[config.mk]
export PLATFORM = sky130hd
export DESIGN_NAME = lsu_mem_master_flat
export DESIGN_NICKNAME = d
export VERILOG_FILES = /design/src/rtl/lsu_mem_master_if.sv /design/src/rtl/lsu_mem_master.sv /design/src/flat_wrapper.sv
export SDC_FILE = /design/constraint.sdc
export NUM_CORES = 1
export LEC_CHECK = 0
export ABC_AREA = 1
export BUFFER_PORTS_ARGS = -buffer_cell sky130_fd_sc_hd__buf_4
export CAP_MARGIN = 20
export CORE_MARGIN = 2
export CORE_UTILIZATION = 48
export DETAILED_ROUTE_END_ITERATION = 6
export GPL_ROUTABILITY_DRIVEN = 1
export MAX_ROUTING_LAYER = met4
export PLACE_DENSITY = 0.91
export SLEW_MARGIN = 20
export SYNTH_ARGS = -nofsm -noshare
export SYNTH_HDL_FRONTEND = slang
export SYNTH_SLANG_ARGS = --single-unit
export TNS_END_PERCENT = 5
[constraint.sdc]
create_clock -name clk -period 2.2 [get_ports clk]
set_clock_uncertainty 0.05 [all_clocks]
set_input_delay 0.66 -clock clk [delete_from_list [all_inputs] [get_ports clk]]
set_output_delay 0.66 -clock clk [all_outputs]
set_load 0.01 [all_outputs]
[src/rtl/lsu_mem_master_if.sv]
// Request, response and memory-port bundle between execute, the LSU and the memory controller.
// Latency: none, wires only.
// Backpressure: valid/ready on req and resp; the memory port has no stall input.
interface lsu_mem_master_if;
    logic        req_valid;
    logic        req_ready;
    logic        req_wen;
    logic [31:0] req_addr;
    logic [31:0] req_wdata;
    logic [1:0]  req_size;
    logic        req_sext;

    logic        resp_valid;
    logic        resp_ready;
    logic [31:0] resp_rdata;
    logic        resp_err;

    logic        mem_valid;
    logic        mem_wen;
    logic [31:0] mem_raddr;
    logic [31:0] mem_waddr;
    logic [31:0] mem_wdata;
    logic [7:0]  mem_wmask;
    logic [31:0] mem_rdata;

    // LSU view.
    modport master (
        input  req_valid, req_wen, req_addr, req_wdata, req_size, req_sext,
        input  resp_ready, mem_rdata,
        output req_ready, resp_valid, resp_rdata, resp_err,
        output mem_valid, mem_wen, mem_raddr, mem_waddr, mem_wdata, mem_wmask
    );

    // Execute/writeback/controller view.
    modport slave (
        output req_valid, req_wen, req_addr, req_wdata, req_size, req_sext,
        output resp_ready, mem_rdata,
        input  req_ready, resp_valid, resp_rdata, resp_err,
        input  mem_valid, mem_wen, mem_raddr, mem_waddr, mem_wdata, mem_wmask
    );
endinterface

[src/rtl/lsu_mem_master.sv]
// Data-memory initiator: byte lane steering, write masks, load extension; LSU_MISALIGN_CHECK_EN enables misalignment errors.
// Latency: mem_valid held LAT cycles after accept, response the cycle after; misaligned requests respond next cycle.
// Backpressure: one request in flight; req_ready stays low until resp_ready takes the pending response.
module lsu_mem_master #(
    parameter int LAT = 1
) (
    input  logic              clk,
    input  logic              rst_n,
    lsu_mem_master_if.master  bus
);
    typedef enum logic [1:0] {IDLE, ACCESS, RESP} state_t;

    localparam int CW = (LAT > 1) ? $clog2(LAT) : 1;

    state_t         state_q, state_d;
    logic           accept;
    logic           misalign;
    logic [31:0]    req_addr_al;

    logic           wen_q;
    logic           sext_q;
    logic           err_q;
    logic [1:0]     size_q;
    logic [31:0]    addr_q;
    logic [31:0]    wdata_q;
    logic [31:0]    rdata_q;
    logic [CW-1:0]  cnt_q;

    logic [3:0]     lane_mask;
    logic [31:0]    load_word;
    logic [31:0]    load_ext;

`ifdef LSU_MISALIGN_CHECK_EN
    // Half needs addr[0]==0, word (and size 11) needs addr[1:0]==0.
    assign misalign    = ((bus.req_size == 2'b01) && bus.req_addr[0]) ||
                         (bus.req_size[1] && (bus.req_addr[1:0] != 2'b00));
    assign req_addr_al = bus.req_addr;
`else
    assign misalign = 1'b0;

    // Without checking, force the low address bits to the access size.
    always_comb begin
        req_addr_al = bus.req_addr;
        if (bus.req_size == 2'b01) begin
            req_addr_al[0] = 1'b0;
        end else if (bus.req_size[1]) begin
            req_addr_al[1:0] = 2'b00;
        end
    end
`endif

    // Byte-lane enables for stores, positioned by the byte offset.
    always_comb begin
        case (size_q)
            2'b00:   lane_mask = 4'b0001 << addr_q[1:0];
            2'b01:   lane_mask = 4'b0011 << addr_q[1:0];
            default: lane_mask = 4'b1111;
        endcase
    end

    // Right-align the addressed bytes of the read word and extend them.
    always_comb begin
        load_word = bus.mem_rdata >> {addr_q[1:0], 3'b000};
        case (size_q)
            2'b00:   load_ext = {{24{sext_q & load_word[7]}},  load_word[7:0]};
            2'b01:   load_ext = {{16{sext_q & load_word[15]}}, load_word[15:0]};
            default: load_ext = load_word;
        endcase
    end

    // State register.
    always_ff @(posedge clk) begin
        if (!rst_n) begin
            state_q <= IDLE;
        end else begin
            state_q <= state_d;
        end
    end

    // Next state and all handshake/memory outputs; mem_* are zero outside ACCESS.
    always_comb begin
        state_d        = state_q;
        accept         = 1'b0;
        bus.req_ready  = 1'b0;
        bus.resp_valid = 1'b0;
        bus.resp_rdata = 32'd0;
        bus.resp_err   = 1'b0;
        bus.mem_valid  = 1'b0;
        bus.mem_wen    = 1'b0;
        bus.mem_raddr  = 32'd0;
        bus.mem_waddr  = 32'd0;
        bus.mem_wdata  = 32'd0;
        bus.mem_wmask  = 8'd0;
        case (state_q)
            IDLE: begin
                bus.req_ready = rst_n;
                if (bus.req_valid && rst_n) begin
                    accept  = 1'b1;
                    state_d = misalign ? RESP : ACCESS;
                end
            end
            ACCESS: begin
                bus.mem_valid = 1'b1;
                bus.mem_wen   = wen_q;
                bus.mem_raddr = {addr_q[31:2], 2'b00};
                bus.mem_waddr = {addr_q[31:2], 2'b00};
                if (wen_q) begin
                    bus.mem_wdata = wdata_q << {addr_q[1:0], 3'b000};
                    bus.mem_wmask = {4'b0000, lane_mask};
                end
                if (cnt_q == '0) begin
                    state_d = RESP;
                end
            end
            RESP: begin
                bus.resp_valid = 1'b1;
                bus.resp_rdata = rdata_q;
                bus.resp_err   = err_q;
                if (bus.resp_ready) begin
                    state_d = IDLE;
                end
            end
            default: state_d = IDLE;
        endcase
    end

    // Request capture, access countdown and load-data capture on the last access cycle.
    always_ff @(posedge clk) begin
        if (!rst_n) begin
            wen_q   <= 1'b0;
            sext_q  <= 1'b0;
            err_q   <= 1'b0;
            size_q  <= 2'b00;
            addr_q  <= 32'd0;
            wdata_q <= 32'd0;
            rdata_q <= 32'd0;
            cnt_q   <= '0;
        end else if (accept) begin
            wen_q   <= bus.req_wen;
            sext_q  <= bus.req_sext;
            err_q   <= misalign;
            size_q  <= bus.req_size;
            addr_q  <= req_addr_al;
            wdata_q <= bus.req_wdata;
            rdata_q <= 32'd0;
            cnt_q   <= CW'(LAT - 1);
        end else if (state_q == ACCESS) begin
            if (cnt_q != '0) begin
                cnt_q <= cnt_q - 1'b1;
            end else if (!wen_q) begin
                rdata_q <= load_ext;
            end
        end
    end
endmodule

[src/flat_wrapper.sv]
// flat-port wrapper written by rule: the top's interface ports become plain ports
module lsu_mem_master_flat 
#(
    parameter int LAT = 1
)
  (clk, rst_n, bus_req_valid, bus_req_wen, bus_req_addr, bus_req_wdata, bus_req_size, bus_req_sext, bus_resp_ready, bus_mem_rdata, bus_req_ready, bus_resp_valid, bus_resp_rdata, bus_resp_err, bus_mem_valid, bus_mem_wen, bus_mem_raddr, bus_mem_waddr, bus_mem_wdata, bus_mem_wmask);
  lsu_mem_master_if bus_i ();
  input  logic clk;
  input  logic rst_n;
  input wire logic [$bits(bus_i.req_valid)-1:0] bus_req_valid;
  input wire logic [$bits(bus_i.req_wen)-1:0] bus_req_wen;
  input wire logic [$bits(bus_i.req_addr)-1:0] bus_req_addr;
  input wire logic [$bits(bus_i.req_wdata)-1:0] bus_req_wdata;
  input wire logic [$bits(bus_i.req_size)-1:0] bus_req_size;
  input wire logic [$bits(bus_i.req_sext)-1:0] bus_req_sext;
  input wire logic [$bits(bus_i.resp_ready)-1:0] bus_resp_ready;
  input wire logic [$bits(bus_i.mem_rdata)-1:0] bus_mem_rdata;
  output wire logic [$bits(bus_i.req_ready)-1:0] bus_req_ready;
  output wire logic [$bits(bus_i.resp_valid)-1:0] bus_resp_valid;
  output wire logic [$bits(bus_i.resp_rdata)-1:0] bus_resp_rdata;
  output wire logic [$bits(bus_i.resp_err)-1:0] bus_resp_err;
  output wire logic [$bits(bus_i.mem_valid)-1:0] bus_mem_valid;
  output wire logic [$bits(bus_i.mem_wen)-1:0] bus_mem_wen;
  output wire logic [$bits(bus_i.mem_raddr)-1:0] bus_mem_raddr;
  output wire logic [$bits(bus_i.mem_waddr)-1:0] bus_mem_waddr;
  output wire logic [$bits(bus_i.mem_wdata)-1:0] bus_mem_wdata;
  output wire logic [$bits(bus_i.mem_wmask)-1:0] bus_mem_wmask;
  assign bus_i.req_valid = bus_req_valid;
  assign bus_i.req_wen = bus_req_wen;
  assign bus_i.req_addr = bus_req_addr;
  assign bus_i.req_wdata = bus_req_wdata;
  assign bus_i.req_size = bus_req_size;
  assign bus_i.req_sext = bus_req_sext;
  assign bus_i.resp_ready = bus_resp_ready;
  assign bus_i.mem_rdata = bus_mem_rdata;
  assign bus_req_ready = bus_i.req_ready;
  assign bus_resp_valid = bus_i.resp_valid;
  assign bus_resp_rdata = bus_i.resp_rdata;
  assign bus_resp_err = bus_i.resp_err;
  assign bus_mem_valid = bus_i.mem_valid;
  assign bus_mem_wen = bus_i.mem_wen;
  assign bus_mem_raddr = bus_i.mem_raddr;
  assign bus_mem_waddr = bus_i.mem_waddr;
  assign bus_mem_wdata = bus_i.mem_wdata;
  assign bus_mem_wmask = bus_i.mem_wmask;
  lsu_mem_master #(.LAT(LAT)) u_core (.clk(clk), .rst_n(rst_n), .bus(bus_i));
endmodule
==> key figures <==
Finish
  – # fillers: 946
  – Final Util: 68.8%
  – Area delta synth->final: 40.2%
  – Final Cell Area: 7850 µm²
  – ANT cells: 0
  – Non-filler instance count after layout: 1193
  – Layout Nets: 1149
  – Layout cells sized above 1: 31.6%

Power
  – Sw power: 1380 µW
  – Clk pwr share: 35.5%
  – Pleak: 0.00364 µW
  – Power density cells: 577 nW/µm²
  – VDD IR max: 0.000401 V
  – Comb power frac: 19.5%
  – Pint: 3140 µW
  – Sw frac: 30.6%
  – Flop pwr share: 45.0%

Floorplanning
  – Core area: 11400 µm²
  – Die span in x: 112 µm
  – Rows: 39
  – I/O pin count: 245
  – Die area: 12500 µm²
  – Die Y-Extent: 112 µm
  – Initial Util: 49.0%

Timing
  – Max Clock Freq: 0.379 GHz
  – Worst Max-Slew Pin Slew: 0.757 ns
  – Final WS setup: -0.437 ns
  – RSZ-0062 raised after global routing: yes
  – Hold Violations, Final: 0
  – Final setup violation count: 35
  – Min Hold Slack: 0.403 ns
  – Rel. slew slack: 49.0%
  – Final Cycle Share: 120%
  – Setup_tns: -3.55 ns
  – Post-layout min period: 2.64 ns
  – Final Max Tran Viols: 0

Clock tree
  – H-tree Lvls: 3
  – Max clock buf depth: 2
  – CTS Sinks: 102
  – TritonCTS clock tree: built
  – CTS Hold Buffers Added: 0
  – Root Driver: clkbuf_16
  – Worst-path clk slew: 0.08 ns
  – Inserted Clock Buffers: 9
  – Worst skew pair latency: 0.34 ns

Critical path
  – Flop-to-flop setup slack: 0.22 ns
  – Largest delay contributor family on the critical path: compound AO/OA/AOI/OAI gates
  – Worst Setup End Kind: primary output
  – Crit path from: u_core.addr_q[0]
  – WS Path Type: reg2out
  – Slowest cell on the critical path: o21ai_0
  – Crit Path Max Fanout: 32
  – FF-to-FF Start: u_core.addr_q[0]
  – Largest stage delay, worst path: 0.62 ns
  – CP Cell Sequence: buf_12 > o21ai_0 > o22ai_2 > buf_4
  – CP bufs+invs: 2
  – Setup crit start kind: register
  – Critical Path RT: 1.49 ns
  – WP data arrival: 1.93 ns

Min path
  – HP Class: reg2reg
  – Source of the worst hold timing path: u_core.addr_q[21]

Placed design
  – Dpl cells: 1166
  – GPL Wtd Cong: 0.938
  – Detail Placement HPWL: 12.5 mm
  – DP Area: 7150 µm²
  – IO buf count: 235

Logic synthesis
  – Mean Syn Cell Area: 6.52 µm²
  – Most common cell in the netlist: nor2_1
  – Area leader, netlist: dfxtp_1
  – #FFs+latches synth: 102
  – Ranking of synthesized cells by area: dfxtp_1 (36%), nor2_1 (11%), nand2_1 (8.0%)
  – Ys async rst share: 0%
  – Mapped Cells: 859
  – Top cell type's share of synthesized area: 36.5%
  – Register area share after synthesis: 36.5%
  – Post-synth EDFFs: 0
  – Cell Area, Synth: 5600 µm²
  – Most instantiated cells after synthesis: nor2_1 (159), nand2_1 (119), inv_1 (105)
  – Yosys warns: 0
  – Netlist cell types: 26
  – Top_reg_cell synth: dfxtp_1

GRT
  – All-Layer GR Usage: 28.4%
  – First-pass GRT wire length: 28.0 mm
  – Gr ovfl total: 0
  – Largest net degree at the start of global routing: 48
  – Initial antenna violation count: 0
  – Vias in the first global route: 5701

Run status
  – Violations in the final reports: setup timing
  – Outcome: complete, but fails checks

Route
  – Highest routed layer: met4
  – DRC Markers: 0
  – Pre-antenna DRT Iters: 7
  – Routed WL: 18.9 mm
  – Met3 Wirelength: 1.85 mm
  – Starting DRC count in detailed routing: 668
  – Antenna viol nets, final: 0
  – Via-per-instance ratio: 5.28
  – Via Count: 6299
  – Wire per inst: 15.8 µm
  – Met2 wire length: 9.29 mm
  – M1 WL: 7.20 mm

Run
  – Max cap viols: 0
==> registers in the layout (all words and copies together), names as in the netlist <==
register        cells
u_core.rdata_q     32
u_core.state_q      2
u_core.sext_q       1
u_core.addr_q      32
u_core.wen_q        1
u_core.wdata_q     32
u_core.size_q       2
==> routing by layer <==
| layer | up-vias | GRT usage, % |
|---|---|---|
| li1 | 3045 | - |
| met1 | 2815 | 34.6 |
| met2 | 395 | 46.5 |
| met3 | 44 | 5.51 |
| met4 | 0 | 11.4 |
| met5 | - | - |
==> tightest hold or removal path, cell delays in order (launching register included) <==
cell,delay [ns]
dfxtp_1,0.30
inv_1,0.06
a21oi_1,0.05
==> power groups by stage <==
stage	clock [µW]	sequential, µW	combinational [µW]
2_1_floorplan	0	2050	518
3_3_place_gp	0	2070	793
3_5_place_dp	0	2070	802
4_1_cts	1620	2030	839
5_1_grt	1710	2040	975
6_report	1610	2040	883
==> logic make-up (layout without fill, tap and decap cells) <==
family | Yosys count | after routing | synth area share, %
flops | 102 | 102 | 36.5
buf+inv | 206 | 385 | 17.9
compound gates | 195 | 195 | 17.9
other cells | 1 | 9 | 0.0670
mux | 16 | 16 | 2.86
simple gates | 339 | 343 | 24.8
==> area by class of cell <==
type | instances | area, µm² | area share [%]
inverter | 111 | 425 | 5.42
multi-input combinational | 563 | 2880 | 36.7
sequential | 102 | 2050 | 26.1
timing repair buffer | 258 | 2020 | 25.7
tap | 143 | 179 | 2.28
clock inverter | 7 | 73.8 | 0.940
clock buffer | 9 | 225 | 2.87
==> worst paths after layout <==
| kind | endpoint | depth (start not counted) |
|---|---|---|
| worst min register to register | u_core.addr_q[21] | 2 |
| worst max-delay path | bus_mem_wdata[30] | 4 |
| worst max register to register | u_core.rdata_q[16] | 8 |
| worst min-delay path | u_core.addr_q[21] | 2 |
==> per-stage QoR <==
step | total power (µW) | setup WS [ns]
after floorplan | 2570 | 0.204
after global placement | 2860 | 0.113
after detailed placement | 2870 | 0.0452
after CTS | 4490 | -0.109
after global routing | 4730 | -0.403
final | 4530 | -0.437
==> cell usage in the layout, fill, tap and decap left out, types with 2 or more instances in the layout <==
cell,count
a21oi_1,88
buf_12,4
buf_4,247
buf_6,5
buf_8,2
clkbuf_16,9
clkinv_4,2
conb_1,9
dfxtp_1,98
dfxtp_2,3
inv_1,103
inv_2,5
inv_4,2
inv_6,2
inv_8,2
mux2i_1,15
nand2_1,117
nand2_2,3
nand2_4,2
nand2_8,4
nand3_1,42
nand3_4,3
nor2_1,146
nor2_2,12
nor2_4,5
nor3_1,8
o21ai_0,83
o21ai_1,5
o22ai_2,12
o22ai_4,4
==> timing repair <==
item,in CTS,in global routing
gates cloned,3,1
setup buffers,6,1
setup endpoints to repair,107,150
pin swaps,3,5
resized for setup,37,34
(Power assumes the default switching activity.)
